$ cat config.mk
export PLATFORM = sky130hd
export DESIGN_NAME = program_sequencer
export DESIGN_NICKNAME = d
export VERILOG_FILES = /design/src/rtl/program_sequencer.sv
export SDC_FILE = /design/constraint.sdc
export NUM_CORES = 1
export LEC_CHECK = 0
export ABC_AREA = 1
export BUFFER_PORTS_ARGS = -buffer_cell sky130_fd_sc_hd__buf_2
export CAP_MARGIN = 20
export CORE_ASPECT_RATIO = 1.1
export CORE_MARGIN = 5
export CORE_UTILIZATION = 55
export CTS_CLUSTER_DIAMETER = 50
export DETAILED_ROUTE_END_ITERATION = 8
export PLACE_DENSITY = 0.75
export RECOVER_POWER = 50
export SLEW_MARGIN = 20
export SYNTH_ARGS = -nofsm -noshare
export SYNTH_HDL_FRONTEND = slang
export SYNTH_SLANG_ARGS = --single-unit
$ cat constraint.sdc
create_clock -name clk -period 1.8 [get_ports clk]
set_input_delay 0.09 -clock clk [delete_from_list [all_inputs] [get_ports clk]]
set_output_delay 0.09 -clock clk [all_outputs]
set_load 0.03 [all_outputs]
$ cat src/rtl/program_sequencer.sv
// Fetch/execute controller: walks the program memory via seletor and runs each
// instruction on an accumulator/operand pair, publishing results to a display register.
module program_sequencer #(
    parameter int ACC_W    = 8,
    parameter int PROG_LEN = 7
) (
    input  logic             clk,
    input  logic             rst,
    input  logic             start,
    output logic [3:0]       seletor,
    input  logic [2:0]       funcao,
    input  logic [3:0]       valor,
    output logic [ACC_W-1:0] acc,
    output logic [ACC_W-1:0] disp_out,
    output logic             disp_valid,
    output logic             ovf,
    output logic             busy,
    output logic             done
);
    typedef enum logic [1:0] {IDLE, FETCH, EXEC, HALT} state_t;

    localparam logic [3:0] LAST_ADDR = 4'(PROG_LEN - 1);

    state_t           state, state_nxt;
    logic [ACC_W-1:0] b;
    logic [ACC_W-1:0] vext;
    logic [ACC_W:0]   sum_ab;
    logic [ACC_W:0]   sum_av;
    logic             last;

    // Unsigned add returning the carry-out in the extra MSB.
    function automatic logic [ACC_W:0] add_carry(input logic [ACC_W-1:0] x,
                                                 input logic [ACC_W-1:0] y);
        return {1'b0, x} + {1'b0, y};
    endfunction

    assign vext   = {{(ACC_W-4){1'b0}}, valor};
    assign sum_ab = add_carry(acc, b);
    assign sum_av = add_carry(acc, vext);
    assign last   = (seletor == LAST_ADDR);
    assign busy   = (state == FETCH) || (state == EXEC);
    assign done   = (state == HALT);

    always_ff @(posedge clk or posedge rst) begin
        if (rst) state <= IDLE;
        else     state <= state_nxt;
    end

    always_comb begin
        state_nxt = state;
        case (state)
            IDLE, HALT: if (start) state_nxt = FETCH;
            FETCH:      state_nxt = EXEC;
            EXEC:       state_nxt = last ? HALT : FETCH;
            default:    state_nxt = IDLE;
        endcase
    end

    // Memory outputs are only looked at in EXEC, so X elsewhere cannot leak in.
    always_ff @(posedge clk or posedge rst) begin
        if (rst) begin
            seletor    <= '0;
            acc        <= '0;
            b          <= '0;
            disp_out   <= '0;
            disp_valid <= 1'b0;
            ovf        <= 1'b0;
        end else begin
            disp_valid <= 1'b0;
            case (state)
                IDLE, HALT: if (start) seletor <= '0;
                EXEC: begin
                    case (funcao)
                        3'b000: begin
                            acc <= '0;
                            b   <= vext;
                            ovf <= 1'b0;
                        end
                        3'b001: begin
                            acc <= sum_ab[ACC_W-1:0];
                            b   <= vext;
                            if (sum_ab[ACC_W]) ovf <= 1'b1;
                        end
                        3'b010: begin
                            acc <= sum_av[ACC_W-1:0];
                            if (sum_av[ACC_W]) ovf <= 1'b1;
                        end
                        3'b011: acc <= acc >> 1;
                        3'b100: begin
                            disp_out   <= acc;
                            disp_valid <= 1'b1;
                        end
                        default: ;
                    endcase
                    if (!last) seletor <= seletor + 4'd1;
                end
                default: ;
            endcase
        end
    end
endmodule

==> results.sh, run 1 <==
export IMPL_run_status="finished clean"
export IMPL_maxClockFrequency_mhz=577
export IMPL_critical_path_cell_by_cell="ha_2 > inv_1 > fa_2 > inv_2 > nand3_2 > nand2_2 > nand2_1 > nand3_1 > nand3_1 > nand2_1 > o21ai_0"
export IMPL_power_per_cell_area_nw_per_um2=1310
export IMPL_worst_clock_skew_ps=1.78
export IMPL_critical_path_max_stage_delay_ps=430
export IMPL_power_share_switching=0.487
export IMPL_filler_cell_count=326
export IMPL_h_tree_depth=1
export IMPL_remaining_global_route_overflow=0
export IMPL_destination_of_the_worst_register_to_register_timing_path="acc[4]"
export IMPL_async_flop_share=1.00
export IMPL_row_count=22
export IMPL_max_vdd_ir_drop_mv=0.725
export IMPL_post_synth_instance_area_um2=1850
export IMPL_path_buf_inv=2
export IMPL_cellLeakagePower_nw=1.18
export IMPL_first_iter_violations=152
export IMPL_io_pin_count=34
export IMPL_grt_max_degree=29
export IMPL_clk_latency_ps=330
export IMPL_post_drt_wl_per_cell_um=13.6
export IMPL_r2r_worst_path_cells=11
export IMPL_area_delta_synth_final_pct=18.4
export IMPL_die_width_um=65.3
export IMPL_comb_power_share=0.543
export IMPL_cts_sink_count=28
export IMPL_antenna_cells_inserted=0
export IMPL_final_design_area_no_fill_um2=2190
export IMPL_place_worst_setup_slack_ps=29.4
export IMPL_final_setup_worst_slack_ps=66.6
export IMPL_synth_most_common_cell="sky130_fd_sc_hd__nand2_1"
export IMPL_via_count=1770
export IMPL_count_of_nets_left_with_antenna_violations_after_detail_routing=0
export IMPL_post_synth_main_area_contributors="sky130_fd_sc_hd__dfrtp_1, sky130_fd_sc_hd__nand2_1, sky130_fd_sc_hd__nand3_1"
export IMPL_fp_coreArea_um2=3300
export IMPL_ys_top_cells_by_count="sky130_fd_sc_hd__nand2_1, sky130_fd_sc_hd__nand3_1, sky130_fd_sc_hd__inv_1"
export IMPL_cts_buffers_inserted=3
export IMPL_drv_slew=0
export IMPL_final_period_minus_worst_setup_slack_ps=1730
export IMPL_worst_min_delay_path_endpoint="b[3]"
export IMPL_via_per_inst=5.43
export IMPL_yosys_reg_bits=28
export IMPL_ctsRootBufferMaster="sky130_fd_sc_hd__clkbuf_4"
export IMPL_grt_pass1_vias=1648
export IMPL_antenna_found_initial=0
export IMPL_rr_startpoint="acc[0]"
export IMPL_critical_path_class="reg2reg"
export IMPL_cts_max_path_buffers=2
export IMPL_critPathRequiredTime_ps=2010
export IMPL_power_share_clock=0.110
export IMPL_worstMarginPinSlew_ps=696
export IMPL_maxSlewHeadroom=0.536
export IMPL_synth_lib_cells_used_distinct=24
export IMPL_crit_path_max_fanout=4
export IMPL_finalNetCount=316
export IMPL_ys_warnings_count=0
export IMPL_critical_path_arrival_ps=1950
export IMPL_internal_power_mw=1.47
export IMPL_global_route_usage_total=0.200
export IMPL_dpl_cell_area_um2=2080
export IMPL_first_pass_grt_wire_length_um=7430
export IMPL_number_of_buffers_added_on_ports=33
export IMPL_post_route_worst_hold_slack_ps=14.5
export IMPL_max_cap_viol_count=0
export IMPL_min_from="valor[3]"
export IMPL_drive_above_1_share=0.207
export IMPL_post_dp_hpwl_um=3330
export IMPL_switching_power_mw=1.40
export IMPL_final_period_utilization=0.963
export IMPL_grt_setup_unrepaired="yes"
export IMPL_timing_setup_tns_ps=0
export IMPL_post_route_drc_count=0
export IMPL_worstHoldPathType="in2reg"
export IMPL_post_synth_inst_count=245
export IMPL_syn_num_nets=270
export IMPL_timing_critical_path_to_type="register"
export IMPL_synth_edff_count=0
export IMPL_tritoncts="built"
export IMPL_starting_density_of_the_core=0.561
export IMPL_cell_with_the_largest_stage_delay_on_the_worst_path="sky130_fd_sc_hd__dfrtp_2"
export IMPL_power_frac_seq=0.348
export IMPL_synth_avg_cell_area_um2=7.56
export IMPL_synthDominantAreaCellType="sky130_fd_sc_hd__dfrtp_1"
export IMPL_place_congestion=0.938
export IMPL_dieArea_um2=4630
export IMPL_finalHoldViolCount=0
export IMPL_clk_pin_slew_worst_paths_ps=150
export IMPL_finalWirelength_um=4420
export IMPL_synth_top_cell_area_share=0.378
export IMPL_ys_flop_type="sky130_fd_sc_hd__dfrtp_1"
export IMPL_die_height_um=70.9
export IMPL_hold_path_cell_count=2
export IMPL_worst_r2r_setup_slack_ps=70
export IMPL_cp_top_family="adder cells"
export IMPL_setup_viol_count_final=0
export IMPL_seq_area_frac_synth=0.378
export IMPL_first_pass_iters=4
export IMPL_setup_worst_path_start_class="register"
==> through the flow <==
stage / utilization / power (mW) / instances
after detailed placement: 0.630 / 2.48 / 316
final: 0.664 / 2.87 / 326
after CTS: 0.647 / 2.80 / 322
after global placement: 0.630 / 2.44 / 316
after floorplan: - / 2.05 / 245
after global routing: 0.664 / 3.12 / 326
==> registers in the layout, indices dropped and copies added (netlist names) <==
name,flops
disp_out,8
b,4
state,2
seletor,4
disp_valid,1
ovf,1
acc,8
==> layout by cell type (no fill, tap or decap), types with 2 or more instances in the layout <==
cell type                       instances
sky130_fd_sc_hd__o21ai_0               20
sky130_fd_sc_hd__ha_2                   2
sky130_fd_sc_hd__a21oi_2                2
sky130_fd_sc_hd__dfrtp_2                3
sky130_fd_sc_hd__nand4_1                6
sky130_fd_sc_hd__fa_2                   2
sky130_fd_sc_hd__buf_2                 23
sky130_fd_sc_hd__nand2_1               63
sky130_fd_sc_hd__nand3_1               42
sky130_fd_sc_hd__dfrtp_1               25
sky130_fd_sc_hd__a21oi_1                3
sky130_fd_sc_hd__a21o_1                 2
sky130_fd_sc_hd__buf_4                  7
sky130_fd_sc_hd__ha_1                  10
sky130_fd_sc_hd__inv_2                  4
sky130_fd_sc_hd__dlygate4sd3_1          3
sky130_fd_sc_hd__nand2_2                3
sky130_fd_sc_hd__inv_1                 37
sky130_fd_sc_hd__clkbuf_4               3
sky130_fd_sc_hd__clkbuf_1              10
sky130_fd_sc_hd__mux2_2                 3
sky130_fd_sc_hd__nor2_1                 6
==> cells by family after synthesis <==
logic type	share of synthesized area
buffers and inverters	0.0945
adder cells (fa/ha/maj)	0.109
multiplexers	0.0182
AO/OA/AOI/OAI	0.0966
flip-flops	0.378
AND/OR/NAND/NOR	0.303
==> worst max path at each step <==
stage	start	endpoint	slack, ps	depth (start not counted)
floorplan	state[0]	seletor[2]	20	9
global placement	acc[0]	acc[6]	100	11
detailed placement	acc[0]	acc[4]	30	11
CTS	acc[0]	acc[4]	4	11
global route	b[0]	acc[4]	-40	11
finish	acc[0]	acc[4]	70	11
==> power groups by stage <==
stage	logic [mW]	clock network, mW	registers, mW
after detailed placement	1.47	0	1.01
after global placement	1.45	0	0.995
after CTS	1.48	0.321	0.993
final	1.56	0.315	0.999
after floorplan	0.870	0	1.18
after global routing	1.74	0.356	1.03
==> per-layer routing <==
metal  vias up  wire, um  track usage
met5         -         0            0
met4         0        77       0.0622
met3        10       195       0.0206
met2        47      2100        0.328
met1       824      2050        0.277
li1        889         -            -
==> final cells by class <==
class,instances,area [um^2],area share
multi-input cells,173,1010,0.462
clock buffers,4,36.3,0.0165
repair buffers,44,240,0.110
well taps,36,45.0,0.0205
inverters,41,154,0.0702
flip-flops and latches,28,704,0.321
==> repair_timing <==
item / 4_1_cts / 5_1_grt
setup endpoints to repair: 0 / 7
gates resized for setup: 0 / 13
hold endpoints to repair: 29 / 1
hold buffers: 2 / 1
setup buffers: 0 / 3
Power figures use the tool's default switching activity.
==> run 2: changes to the inputs <==
Clock period 1.8 ns to 1.95 ns, I/O delays scaled along.
==> run 2 against run 1 <==
Against the previous run:
- die area is the same
- hold slack improved by 37 ps
- sequential cell count stayed put
- critical endpoint is now acc[6]
- largest power group unchanged
==> results.sh, run 2 (synthesis gave the netlist of run 1 again) <==
export IMPL_run_status="finished clean"
export IMPL_worstMarginPinSlew_ps=717
export IMPL_critPathRequiredTime_ps=2200
export IMPL_post_dp_hpwl_um=3110
export IMPL_worst_clock_skew_ps=5.92
export IMPL_cts_buffers_inserted=3
export IMPL_final_period_utilization=0.905
export IMPL_via_count=1743
export IMPL_setup_viol_count_final=0
export IMPL_antenna_cells_inserted=0
export IMPL_area_delta_synth_final_pct=14.9
export IMPL_max_vdd_ir_drop_mv=0.672
export IMPL_post_route_drc_count=0
export IMPL_timing_setup_tns_ps=0
export IMPL_critical_path_arrival_ps=2010
export IMPL_final_period_minus_worst_setup_slack_ps=1760
export IMPL_first_pass_iters=4
export IMPL_maxClockFrequency_mhz=567
export IMPL_critical_path_class="reg2reg"
export IMPL_timing_critical_path_to_type="register"
export IMPL_remaining_global_route_overflow=0
export IMPL_clk_latency_ps=330
export IMPL_clk_pin_slew_worst_paths_ps=150
export IMPL_grt_setup_unrepaired="no"
export IMPL_drv_slew=0
export IMPL_die_width_um=65.3
export IMPL_cts_sink_count=28
export IMPL_largest_registers="acc x8, disp_out x8"
export IMPL_postCtsSetupBuffers=0
export IMPL_worst_r2r_setup_slack_ps=190
export IMPL_post_drt_wl_per_cell_um=13.1
export IMPL_dieArea_um2=4630
export IMPL_die_height_um=70.9
export IMPL_row_count=22
export IMPL_critPathLaunch="acc[0]"
export IMPL_drive_above_1_share=0.157
export IMPL_tritoncts="built"
export IMPL_count_of_nets_left_with_antenna_violations_after_detail_routing=0
export IMPL_finalWirelength_um=4210
export IMPL_grt_pass1_vias=1651
export IMPL_starting_density_of_the_core=0.561
export IMPL_power_per_cell_area_nw_per_um2=1160
export IMPL_rr_startpoint="acc[0]"
export IMPL_first_iter_violations=104
export IMPL_antenna_found_initial=0
export IMPL_maxSlewHeadroom=0.522
export IMPL_setup_worst_path_start_class="register"
export IMPL_cts_max_path_buffers=2
export IMPL_number_of_buffers_added_on_ports=33
export IMPL_finalNetCount=313
export IMPL_finalCoreUtilization=0.645
export IMPL_finalHoldViolCount=0
export IMPL_first_pass_grt_wire_length_um=7400
export IMPL_place_congestion=0.900
export IMPL_max_cap_viol_count=0
export IMPL_cellLeakagePower_nw=1.15
export IMPL_ctsRootBufferMaster="sky130_fd_sc_hd__clkbuf_4"
export IMPL_io_pin_count=34
export IMPL_crit_path_max_fanout=4
export IMPL_global_route_usage_total=0.200
export IMPL_layout_commonest_cell="sky130_fd_sc_hd__nand2_1"
export IMPL_fp_coreArea_um2=3300
export IMPL_via_per_inst=5.41
export IMPL_worstHoldPathType="in2reg"
export IMPL_grt_max_degree=29
export IMPL_min_from="start"
export IMPL_h_tree_depth=1
export IMPL_top_library_cells_by_usage_in_the_layout_fill_and_taps_aside="sky130_fd_sc_hd__nand2_1, sky130_fd_sc_hd__nand3_1, sky130_fd_sc_hd__inv_1"
[run 2: changes by cell type in the layout (fill, tap and decap cells not counted), moves of 2 or more]
cell / change
sky130_fd_sc_hd__buf_2: -2
sky130_fd_sc_hd__dfrtp_1: +3
sky130_fd_sc_hd__clkbuf_1: +2
sky130_fd_sc_hd__buf_4: -4
sky130_fd_sc_hd__dfrtp_2: -3
[run 2: report_power, final]
part / switching (mW) / internal, mW
Clock: 0.171 / 0.0727
Combinational: 0.894 / 0.426
Sequential: 0.169 / 0.745
[run 2: final cells by class]
type	count	area, um^2
clock buffers	3	22.5
well taps	36	45.0
flip-flops and latches	28	701
inverters	41	154
fillers	332	1170
repair buffers	41	218
multi-input cells	173	990
[run 2: path summary, 6_finish.rpt]
| kind | to | depth (start not counted) |
|---|---|---|
| max | acc[6] | 11 |
| min | state[0] | 3 |
| max reg2reg | acc[6] | 11 |
| min reg2reg | disp_out[6] | 2 |
| max in group asynchronous | disp_out[2] | 4 |
| min in group asynchronous | disp_valid | 4 |
[run 2: layer usage]
| metal | vias up | wire length [um] | global-route usage | part of all wire |
|---|---|---|---|---|
| met3 | 5 | 261 | 0.0333 | 0.062 |
| met2 | 47 | 1990 | 0.319 | 0.47 |
| met1 | 807 | 1910 | 0.274 | 0.45 |
| met4 | 0 | 51 | 0.0668 | 0.012 |
| met5 | - | 0 | 0 | 0 |
| li1 | 884 | - | - | - |
[run 2: what timing repair did]
action | 4_1_cts | 5_1_grt
resized for setup | 0 | 6
endpoints found under the hold margin | 31 | 0
hold buffers | 4 | 0
endpoints found under the setup margin | 0 | 3
[run 2: through the flow]
step           setup slack (ps)  cells  area, um^2  power (mW)  hold WS [ps]
6_report                    185    322        2130        2.48          51.6
5_1_grt                    34.7    322        2130        2.73          26.8
4_1_cts                     133    322        2130        2.49          42.2
3_5_place_dp                150    315        2070        2.23           192
3_3_place_gp                208    315        2070        2.21           184
2_1_floorplan               105    245        1850        1.89           163
[run 2: worst max-delay path: stages (launching register included)]
cell and delay, ps:
sky130_fd_sc_hd__dfrtp_1 420, sky130_fd_sc_hd__ha_2 200, sky130_fd_sc_hd__inv_1 50, sky130_fd_sc_hd__fa_2 340, sky130_fd_sc_hd__inv_1 80, sky130_fd_sc_hd__nand3_1 100
sky130_fd_sc_hd__nand2_2 110, sky130_fd_sc_hd__nand3_1 100, sky130_fd_sc_hd__nand3_1 120, sky130_fd_sc_hd__nand3_1 70, sky130_fd_sc_hd__nand2_1 60, sky130_fd_sc_hd__nand2_1 40
